## config.mk

```make
export PLATFORM = sky130hd
export DESIGN_NAME = tdf_join_n_flat
export DESIGN_NICKNAME = d
export VERILOG_FILES = /design/src/rtl/tdf_join_n_if.sv /design/src/rtl/tdf_join_n.sv /design/src/flat_wrapper.sv
export SDC_FILE = /design/constraint.sdc
export NUM_CORES = 1
export LEC_CHECK = 0
export CAP_MARGIN = 30
export CORE_AREA = 2 2 188 190
export CTS_BUF_LIST = sky130_fd_sc_hd__clkbuf_2
export CTS_CLUSTER_DIAMETER = 80
export DETAILED_ROUTE_END_ITERATION = 10
export DIE_AREA = 0 0 190 192
export PLACE_DENSITY_LB_ADDON = 0.2
export SLEW_MARGIN = 30
export SYNTH_ARGS = -nofsm -noshare
export SYNTH_HDL_FRONTEND = slang
export SYNTH_SLANG_ARGS = --single-unit
export TNS_END_PERCENT = 100
```

## constraint.sdc

```tcl
create_clock -name clock -period 3.2 [get_ports clock]
set_clock_uncertainty 0.15 [all_clocks]
set_input_delay 0.64 -clock clock [delete_from_list [all_inputs] [get_ports clock]]
set_output_delay 0.64 -clock clock [all_outputs]
set_load 0.05 [all_outputs]
```

## src/rtl/tdf_join_n_if.sv

```systemverilog
// Token-stream bundle for tdf_join_n: N producer channels in, N consumer channels out.
// The master side is the producer/consumer environment; the slave side is the join block.
interface tdf_join_n_if #(
    parameter int N = 8,
    parameter int W = 16
);
    logic [N*W-1:0] in_d;
    logic [N-1:0]   in_e;
    logic [N-1:0]   in_v;
    logic [N-1:0]   in_b;
    logic [N*W-1:0] out_d;
    logic [N-1:0]   out_e;
    logic [N-1:0]   out_v;
    logic [N-1:0]   out_b;

    modport master (
        output in_d, in_e, in_v, out_b,
        input  in_b, out_d, out_e, out_v
    );

    modport slave (
        input  in_d, in_e, in_v, out_b,
        output in_b, out_d, out_e, out_v
    );
endinterface

```

## src/rtl/tdf_join_n.sv

```systemverilog
// N-way all-or-nothing token join with end-of-stream propagation.
// Each output channel is buffered by its own small FIFO of {eos, data}.
module tdf_join_n #(
    parameter int N = 8,
    parameter int W = 16,
    parameter int D = 2
) (
    input  logic        clock,
    input  logic        reset,
    tdf_join_n_if.slave bus,
    output logic        fire,
    output logic        done,
    output logic        err,
    output logic [1:0]  state
);
    localparam int AW = $clog2(D);
    localparam int CW = AW + 1;

    localparam logic [1:0] ST_RUN   = 2'd0;
    localparam logic [1:0] ST_DRAIN = 2'd1;
    localparam logic [1:0] ST_DONE  = 2'd2;
    localparam logic [1:0] ST_ERR   = 2'd3;

    logic [1:0]     state_q;
    logic [1:0]     state_d;
    logic [N-1:0]   space;
    logic [N-1:0]   empty;
    logic [N-1:0]   pop;
    logic [N-1:0]   out_v_w;
    logic [N-1:0]   out_e_w;
    logic [N*W-1:0] out_d_w;
    logic           all_v;
    logic           any_e_v;
    logic           any_ne_v;
    logic           data_join;
    logic           eos_join;
    logic           mismatch;
    logic           take;

    // A token only counts when its channel is valid, so mixed flags on idle channels are ignored.
    assign all_v     = &bus.in_v;
    assign any_e_v   = |(bus.in_v & bus.in_e);
    assign any_ne_v  = |(bus.in_v & ~bus.in_e);
    assign data_join = all_v & ~any_e_v;
    assign eos_join  = all_v & ~any_ne_v;
    assign mismatch  = any_e_v & any_ne_v;

    // Space comes from registered counts only, so a pop never admits a push in the same cycle.
    assign take = ~reset && (state_q == ST_RUN) && (&space) && (data_join || eos_join);

    assign bus.in_b  = take ? '0 : '1;
    assign bus.out_v = out_v_w;
    assign bus.out_e = out_e_w;
    assign bus.out_d = out_d_w;
    assign fire      = take;
    assign done      = (state_q == ST_DONE);
    assign err       = (state_q == ST_ERR);
    assign state     = state_q;

    genvar gi;
    generate
        for (gi = 0; gi < N; gi++) begin : g_chan
            logic [CW-1:0] count_q;
            logic [CW-1:0] count_d;
            logic [AW-1:0] wr_ptr_q;
            logic [AW-1:0] rd_ptr_q;
            logic [W:0]    mem [D];
            logic [W:0]    head;

            assign space[gi]   = (count_q < CW'(D));
            assign empty[gi]   = (count_q == '0);
            assign out_v_w[gi] = ~empty[gi] & ~reset;
            assign pop[gi]     = out_v_w[gi] & ~bus.out_b[gi];

            // Head read is asynchronous so a token pushed into an empty queue is visible next cycle.
            assign head                 = mem[rd_ptr_q];
            assign out_d_w[gi*W +: W]   = head[W-1:0];
            assign out_e_w[gi]          = head[W];

            always_comb begin
                count_d = count_q + CW'(take) - CW'(pop[gi]);
            end

            always_ff @(posedge clock) begin
                if (reset) begin
                    count_q  <= '0;
                    wr_ptr_q <= '0;
                    rd_ptr_q <= '0;
                end else begin
                    count_q <= count_d;
                    if (take) begin
                        wr_ptr_q <= wr_ptr_q + 1'b1;
                    end
                    if (pop[gi]) begin
                        rd_ptr_q <= rd_ptr_q + 1'b1;
                    end
                end
            end

            always_ff @(posedge clock) begin
                if (take) begin
                    mem[wr_ptr_q] <= {bus.in_e[gi], bus.in_d[gi*W +: W]};
                end
            end
        end
    endgenerate

    always_comb begin
        state_d = state_q;
        case (state_q)
            ST_RUN: begin
                if (take && eos_join) begin
                    state_d = ST_DRAIN;
                end else if (mismatch) begin
                    state_d = ST_ERR;
                end
            end
            ST_DRAIN: begin
                if (&empty) begin
                    state_d = ST_DONE;
                end
            end
            default: state_d = state_q;
        endcase
    end

    always_ff @(posedge clock) begin
        if (reset) begin
            state_q <= ST_RUN;
        end else begin
            state_q <= state_d;
        end
    end
endmodule

```

## src/flat_wrapper.sv

```systemverilog
// flat-port wrapper written by rule: the top's interface ports become plain ports
module tdf_join_n_flat 
#(
    parameter int N = 8,
    parameter int W = 16,
    parameter int D = 2
)
  (clock, reset, fire, done, err, state, bus_in_d, bus_in_e, bus_in_v, bus_out_b, bus_in_b, bus_out_d, bus_out_e, bus_out_v);
  tdf_join_n_if #(.N(N), .W(W)) bus_i ();
  input  logic clock;
  input  logic reset;
  output logic fire;
  output logic done;
  output logic err;
  output logic [1:0] state;
  input wire logic [$bits(bus_i.in_d)-1:0] bus_in_d;
  input wire logic [$bits(bus_i.in_e)-1:0] bus_in_e;
  input wire logic [$bits(bus_i.in_v)-1:0] bus_in_v;
  input wire logic [$bits(bus_i.out_b)-1:0] bus_out_b;
  output wire logic [$bits(bus_i.in_b)-1:0] bus_in_b;
  output wire logic [$bits(bus_i.out_d)-1:0] bus_out_d;
  output wire logic [$bits(bus_i.out_e)-1:0] bus_out_e;
  output wire logic [$bits(bus_i.out_v)-1:0] bus_out_v;
  assign bus_i.in_d = bus_in_d;
  assign bus_i.in_e = bus_in_e;
  assign bus_i.in_v = bus_in_v;
  assign bus_i.out_b = bus_out_b;
  assign bus_in_b = bus_i.in_b;
  assign bus_out_d = bus_i.out_d;
  assign bus_out_e = bus_i.out_e;
  assign bus_out_v = bus_i.out_v;
  tdf_join_n #(.N(N), .W(W), .D(D)) u_core (.clock(clock), .reset(reset), .bus(bus_i), .fire(fire), .done(done), .err(err), .state(state));
endmodule
```

==> run metrics, run 1 <==
status=finished, violations left; failing checks=setup timing; Avg Synthesized Cell Area=17.7 sq um; gr usage total=15.2%; Net Count, Synth=842; Worst EP required=2.41 ns; Post-synth EDFFs=272; worst-path fanout max=8; worst hold path type=in -> reg; most common library cells after synthesis=edfxtp_1, mux2_2, dfxtp_1, nor2_1, o21ai_0; via count=7236; Clock Tree Buf Depth=3; synth top area cells=edfxtp_1, mux2_2, dfxtp_1, ha_1, nor2_1; Antenna Nets Post-Route=0; DIE HEIGHT=192 microns; GR Overflow Total=0; DRC violation total after the first TritonRoute iteration=269; combinational cell fraction of total power=4.4%; warnings from Yosys=0; CTS tree=done; Seq/Total Area, Yosys=75.5%; Clk network pwr share=36.8%; Max Cap Violations=0; Vias per Instance=4.49; period utilisation layout=112%; clock latency on the worst-skew pair=0.90 ns; hold_ws=0.168 ns; # H-tree levels=3; Mapped Area=11900 sq um; Fin. Hold Viols=0; crit path DAT=2.81 ns; Slew Viols, Final=0; DR DRC count=0; Core Region=34300 sq um; routability cong.=0.749; Pleak=0.00630 uW; RSZ-0062 raised after global routing=true; endpoint class of the critical path=primary output; Int Pwr=5840 uW; fraction of layout cells with a size suffix above 1=42.8%; Worst Tran Pin Value=0.526 ns; number of distinct library cells after synthesis=34; top cell type's share of synthesized area=68.5%; Worst-path clk slew=0.11 ns; total power=7560 uW; Mapped Cells=672; pin count of the biggest net entering global routing=33; final WL=28200 microns; Port Buffers=310; cell with the most instances after synthesis=edfxtp_1; Switching Share=22.7%; highest clock rate=278 MHz; initial antenna violation count=2; post-synthesis async set-or-reset flop share=0%; Seq cells post-synth=314; average routed wire per standard cell=17.5 microns; CTS buffer count=83; number of global-route vias before repair=7639; Root Buffer=clkbuf_2; die width=190 microns; clk sinks=314; Yosys top cell by area=edfxtp_1; Max VDD drop=274 uV; Setup WS pre-CTS=-0.117 ns; pwr dens=442 nW/um^2; boundary pin count=311; crit path kind=reg -> out; Worst slew margin=65.1%; nets=1267; TritonRoute pass-1 iters=4; global-route wire length before repair=41600 microns; post-route minimum period=3.60 ns; hpwl dp=19100 microns; Worst Setup Start Kind=register; Synth-to-Final Area Change=43.4%; post-route setup slack=-0.396 ns; P_sw=1710 uW; final setup violation count=9; Post-synth top flop=edfxtp_1; Reg power frac=58.8%; Initial Util=34.8%; row count=68; Die Footprint=36500 sq um
## repair_timing
item | in CTS | in global routing
endpoints found under the setup margin | 149 | 24
pin swaps | 4 | 3
setup buffers | 6 | 4
gates resized for setup | 399 | 6
endpoints found under the hold margin | 15 | 0
hold buffers | 1 | 0
## logic make-up (layout without fill, tap and decap cells)
kind of cell    after synthesis  after routing  synth area share [%]
xor+xnor                     16             16                  1.18
other cells                   0              2                     0
mux                         144            144                  13.6
compound gates               43             43                  2.09
fa+ha+maj                    16             16                  1.68
flops                       314            314                  75.5
buf+inv                      49            531                  1.83
simple gates                 90             90                  4.09
## final timing paths
path / cells past startpoint / to / slack [ns] / start
min: 1 / u_core.g_chan[7].mem[0][0] / 0.17 / bus_in_d[112]
max reg2reg: 11 / u_core.g_chan[6].count_q[0] / 0.33 / u_core.g_chan[5].count_q[1]
min reg2reg: 1 / u_core.g_chan[0].wr_ptr_q / 0.33 / u_core.g_chan[0].wr_ptr_q
max: 7 / bus_in_b[2] / -0.40 / u_core.g_chan[5].count_q[1]
## worst max-delay path, cell delays in order, from the launching register on
cell     delay (ns)
dfxtp_2        0.34
or4_4          0.57
nor4_4         0.33
nand2_2        0.13
nor2_4         0.15
inv_4          0.08
buf_12         0.16
buf_12         0.15
## sequential cells by signal (all words and copies together) (netlist names), named ones only
| register | count |
|---|---|
| u_core.g_chan.wr_ptr_q | 8 |
| u_core.g_chan.mem | 272 |
| u_core.g_chan.rd_ptr_q | 8 |
| u_core.state | 2 |
| u_core.g_chan.count_q | 16 |
## layout by cell type (no fill, tap or decap), types with 2 or more instances in the layout
master / count
clkdlybuf4s50_1: 153
diode_2: 2
nor2_2: 2
inv_2: 3
or4_4: 2
dlygate4sd2_1: 15
nor3_1: 9
ha_1: 16
or3_1: 4
nor4_1: 3
buf_2: 2
nor2_1: 35
edfxtp_1: 272
mux2_2: 144
o22ai_1: 4
buf_6: 4
xor2_1: 8
nand4_1: 3
clkbuf_2: 129
bufinv_16: 2
dfxtp_1: 37
clkinv_1: 9
buf_4: 45
nor2b_1: 18
o21ai_0: 20
clkdlybuf4s15_2: 123
and3_1: 7
nand3_1: 2
a21oi_1: 10
a22oi_1: 4
xnor2_1: 8
dfxtp_2: 5
buf_12: 26
inv_1: 18
## layer usage
metal | wire, microns | GRT usage (%) | up-vias | share of wire, %
li1 | - | - | 3452 | -
met1 | 11400 | 17.2 | 3515 | 40
met2 | 14100 | 25.6 | 237 | 50
met3 | 2240 | 5.81 | 32 | 7.9
met4 | 480 | 6.47 | 0 | 1.7
met5 | 0 | 0 | - | 0
## per-stage QoR
stage / cell area, sq um / cells / setup TNS, ns / util [%]
final: 17100 / 1611 / -3.50 / 49.9
after global routing: 17100 / 1611 / -4.75 / 49.9
after CTS: 17100 / 1605 / -4.68 / 49.7
after detailed placement: 16100 / 1456 / -1.46 / 47.0
after global placement: 16100 / 1456 / -1.21 / 47.0
after floorplan: 11900 / 672 / -12.98 / -
## area by class of cell
type                       instances  area, sq um
multi-input combinational        309         2710
sequential                       314         9010
antenna                            2         5.00
clock buffer                     128          641
timing repair buffer             370         3980
tap                              455          569
fill                            3014        17200
clock inverter                    14          105
inverter                          19         73.8
## power by group through the flow
| stage | Clock (uW) | Combinational [uW] | Sequential (uW) |
|---|---|---|---|
| 5_1_grt | 3150 | 351 | 4450 |
| 2_1_floorplan | 0 | 53.9 | 4550 |
| 6_report | 2780 | 329 | 4450 |
| 3_3_place_gp | 0 | 323 | 4540 |
| 3_5_place_dp | 0 | 333 | 4540 |
| 4_1_cts | 2960 | 332 | 4450 |
(Power assumes the default switching activity.)
==> inputs of run 2 (changes only) <==
--- a/config.mk
+++ b/config.mk
@@ -6,11 +6,11 @@
 export NUM_CORES = 1
 export LEC_CHECK = 0
 export CAP_MARGIN = 30
-export CORE_AREA = 2 2 188 190
+export CORE_AREA = 2 2 166 168
 export CTS_BUF_LIST = sky130_fd_sc_hd__clkbuf_2
 export CTS_CLUSTER_DIAMETER = 80
 export DETAILED_ROUTE_END_ITERATION = 10
-export DIE_AREA = 0 0 190 192
+export DIE_AREA = 0 0 168 170
 export PLACE_DENSITY_LB_ADDON = 0.2
 export SLEW_MARGIN = 30
 export SYNTH_ARGS = -nofsm -noshare
==> run 2 against run 1 <==
  * The run still ends with setup timing left
  * Final area down 2.9%
  * Sequential cell count unchanged
  * Clock power down 4%
  * Combinational power about the same
  * Sequential share of layout area up 1.5 points
  * First-iteration DRC count up 2.6%
  * Core utilization up 12 points
  * Non-clock buffer count down 6
  * Setup slack better by 0.24 ns
  * Count of clock-buffer cells in the layout down 14
  * Hold slack better by 0.042 ns
  * Die area down 22%
  * Critical path type unchanged
  * Critical endpoint is now bus_in_b[5]
==> run metrics, run 2 (synthesis gave the netlist of run 1 again) <==
most frequent cells in the layout=edfxtp_1, clkdlybuf4s50_1, mux2_2, dlygate4sd2_1, clkbuf_2; commonest non-fill, non-tap cell in the layout=edfxtp_1; Reg-to-Reg End=u_core.g_chan[6].count_q[1]; GR Overflow Total=0 (unchanged); DRC violation total after the first TritonRoute iteration=276 (+2.6%); highest clock rate=298 MHz (+7.2%); Antenna Nets Post-Route=0 (unchanged); final setup violation count=9 (unchanged); Core Region=26700 sq um (-22%); Worst Setup Start Kind=register; global-route wire length before repair=39800 microns (-4.3%); Max Cap Violations=0 (unchanged); Root Buffer=clkbuf_2; Initial Util=44.7% (+10 points); most frequent CP cell=buf_12; failing checks=setup timing; Die Footprint=28600 sq um (-22%); Setup TNS Final=-1.32 ns (+2.17 ns); Worst Tran Pin Value=0.676 ns (+0.150 ns); die width=168 microns (-12%); DR DRC count=0 (unchanged); Slew Viols, Final=0 (unchanged); Vias per Instance=4.80 (+7.0%); initial antenna violation count=4 (+2); average routed wire per standard cell=17.6 microns (+0.60%); routability cong.=0.802 (+7.1%); worst-path fanout max=8 (unchanged); Max VDD drop=261 uV (-4.7%); flop-to-flop setup slack=0.41 ns (+0.08 ns); row count=60 (-12%); status=finished, violations left; Pleak=0.00636 uW (+0.83%); crit path DAT=2.56 ns (-0.25 ns); fraction of layout cells with a size suffix above 1=29.8% (-13 points); total power=7440 uW (-1.6%); via count=7177 (-0.82%); Endpoint, Worst Hold=u_core.g_chan[7].count_q[1]; Hold Path Stages=3 (+2); worst-case reg-to-reg path depth=12 (+1); CTS tree=done; post-layout util=62.3% (+12 points); CP max-delay cell=or4_4; Worst-path clk slew=0.09 ns (-0.02 ns); pin count of the biggest net entering global routing=21 (-36%); post-route setup slack=-0.154 ns (+0.242 ns); number of global-route vias before repair=7478 (-2.1%); # H-tree levels=3 (unchanged); gr usage total=18.2% (+3.1 points); clock latency on the worst-skew pair=0.80 ns (-0.10 ns); worst stage delay on the critical path=0.53 ns (-0.04 ns); hold_sp=reset; worst hold path type=in -> reg; DIE HEIGHT=170 microns (-11%); CP cell instances=or4_4, nor4_4, nand2_2, nor2_4, inv_4, buf_12, buf_12; CTS buffer count=79 (-4.8%); period utilisation layout=105% (-7.5 points); Top delay family on crit path=simple AND/OR/NAND/NOR gates; boundary pin count=311 (unchanged); Synth-to-Final Area Change=39.3%; hpwl dp=18300 microns (-4.5%); Buf/Inv on CP=3 (unchanged); nets=1257 (-0.79%); final WL=26300 microns (-6.7%); pwr dens=448 nW/um^2 (+1.3%); RSZ-0062 raised after global routing=true; crit path kind=reg -> out; TritonRoute pass-1 iters=4 (unchanged); post-route minimum period=3.35 ns (-0.242 ns); endpoint class of the critical path=primary output; biggest regs=u_core.g_chan.mem: 272 flops, u_core.g_chan.count_q: 16 flops; Fin. Hold Viols=0 (unchanged); Setup WS pre-CTS=-0.0649 ns (+0.0524 ns); R2R Path Start=u_core.g_chan[1].count_q[1]; Port Buffers=310 (unchanged); max FFs per register=272 (unchanged); Clock Tree Buf Depth=3 (unchanged); most flop-heavy register=u_core.g_chan.mem; clk sinks=314 (unchanged); Worst EP required=2.41 ns (about the same); Worst slew margin=54.8% (-10 points)
==> run 2: cell types whose count changed in the layout (fill, tap and decap cells not counted), sizes merged <==
cell,delta
clkdlybuf4s15,-123
dlygate4sd2,+121
clkinv,+17
clkbuf,-15
buf,-10
dlymetal6s2s,+4
clkdlybuf4s50,+3
diode,+1
inv,-1
==> run 2: power by group <==
group          internal, uW  switching, uW  total [uW]
sequential             4440           9.32        4450
combinational           205            125         330
clock                  1120           1540        2660
total                  5760           1680        7440
==> run 2: metrics by stage <==
| stage | std cells | hold slack (ns) | area, sq um |
|---|---|---|---|
| global placement | 1337 | 0.325 | 15900 |
| detailed placement | 1337 | 0.318 | 15900 |
| floorplan | 672 | 0.294 | 11900 |
| global route | 1494 | 0.131 | 16600 |
| CTS | 1489 | 0.0977 | 16600 |
| finish | 1494 | 0.210 | 16600 |
==> run 2: final cells by class <==
class | count | area [sq um]
fillers | 2112 | 10000
flip-flops and latches | 314 | 9010
repair buffers | 364 | 3630
multi-input cells | 309 | 2720
clock buffers | 114 | 571
well taps | 341 | 427
clock inverters | 30 | 166
inverters | 19 | 73.8
diodes | 3 | 7.51
==> run 2: how the worst max path moves through the flow <==
stage                                 from                    endpoint  slack (ns)  cells after the start
6_report       u_core.g_chan[1].count_q[1]                 bus_in_b[5]       -0.15                      7
5_1_grt        u_core.g_chan[6].count_q[1]                 bus_in_b[5]       -0.32                      7
4_1_cts        u_core.g_chan[6].count_q[1]                 bus_in_b[5]       -0.28                      7
3_5_place_dp                   bus_in_e[5]                 bus_in_b[7]       -0.06                      7
3_3_place_gp                   bus_in_e[5]  u_core.g_chan[5].mem[0][1]       -0.35                      7
2_1_floorplan                  bus_in_v[6]  u_core.g_chan[5].mem[1][0]        -0.1                      7
==> run 2: routing by layer <==
metal	wire length, microns	vias up	GRT usage (%)
met5	16	-	0
met4	644	2	8.47
met3	1990	50	5.88
met2	13300	248	31.4
met1	10300	3430	20.7
li1	-	3447	-
==> run 2: worst min-delay path, stage by stage <==
cell and delay (ns):
buf_2 0.18, buf_4 0.18, nor2_1 0.09
==> run 2: timing repair <==
action / in CTS / in global routing
hold endpoints to repair: 6 / 0
cloned: 0 / 0
gates resized for setup: 144 / 5
pin swaps: 2 / 0
setup buffers: 7 / 2
hold buffers: 1 / 0
setup endpoints to repair: 145 / 13
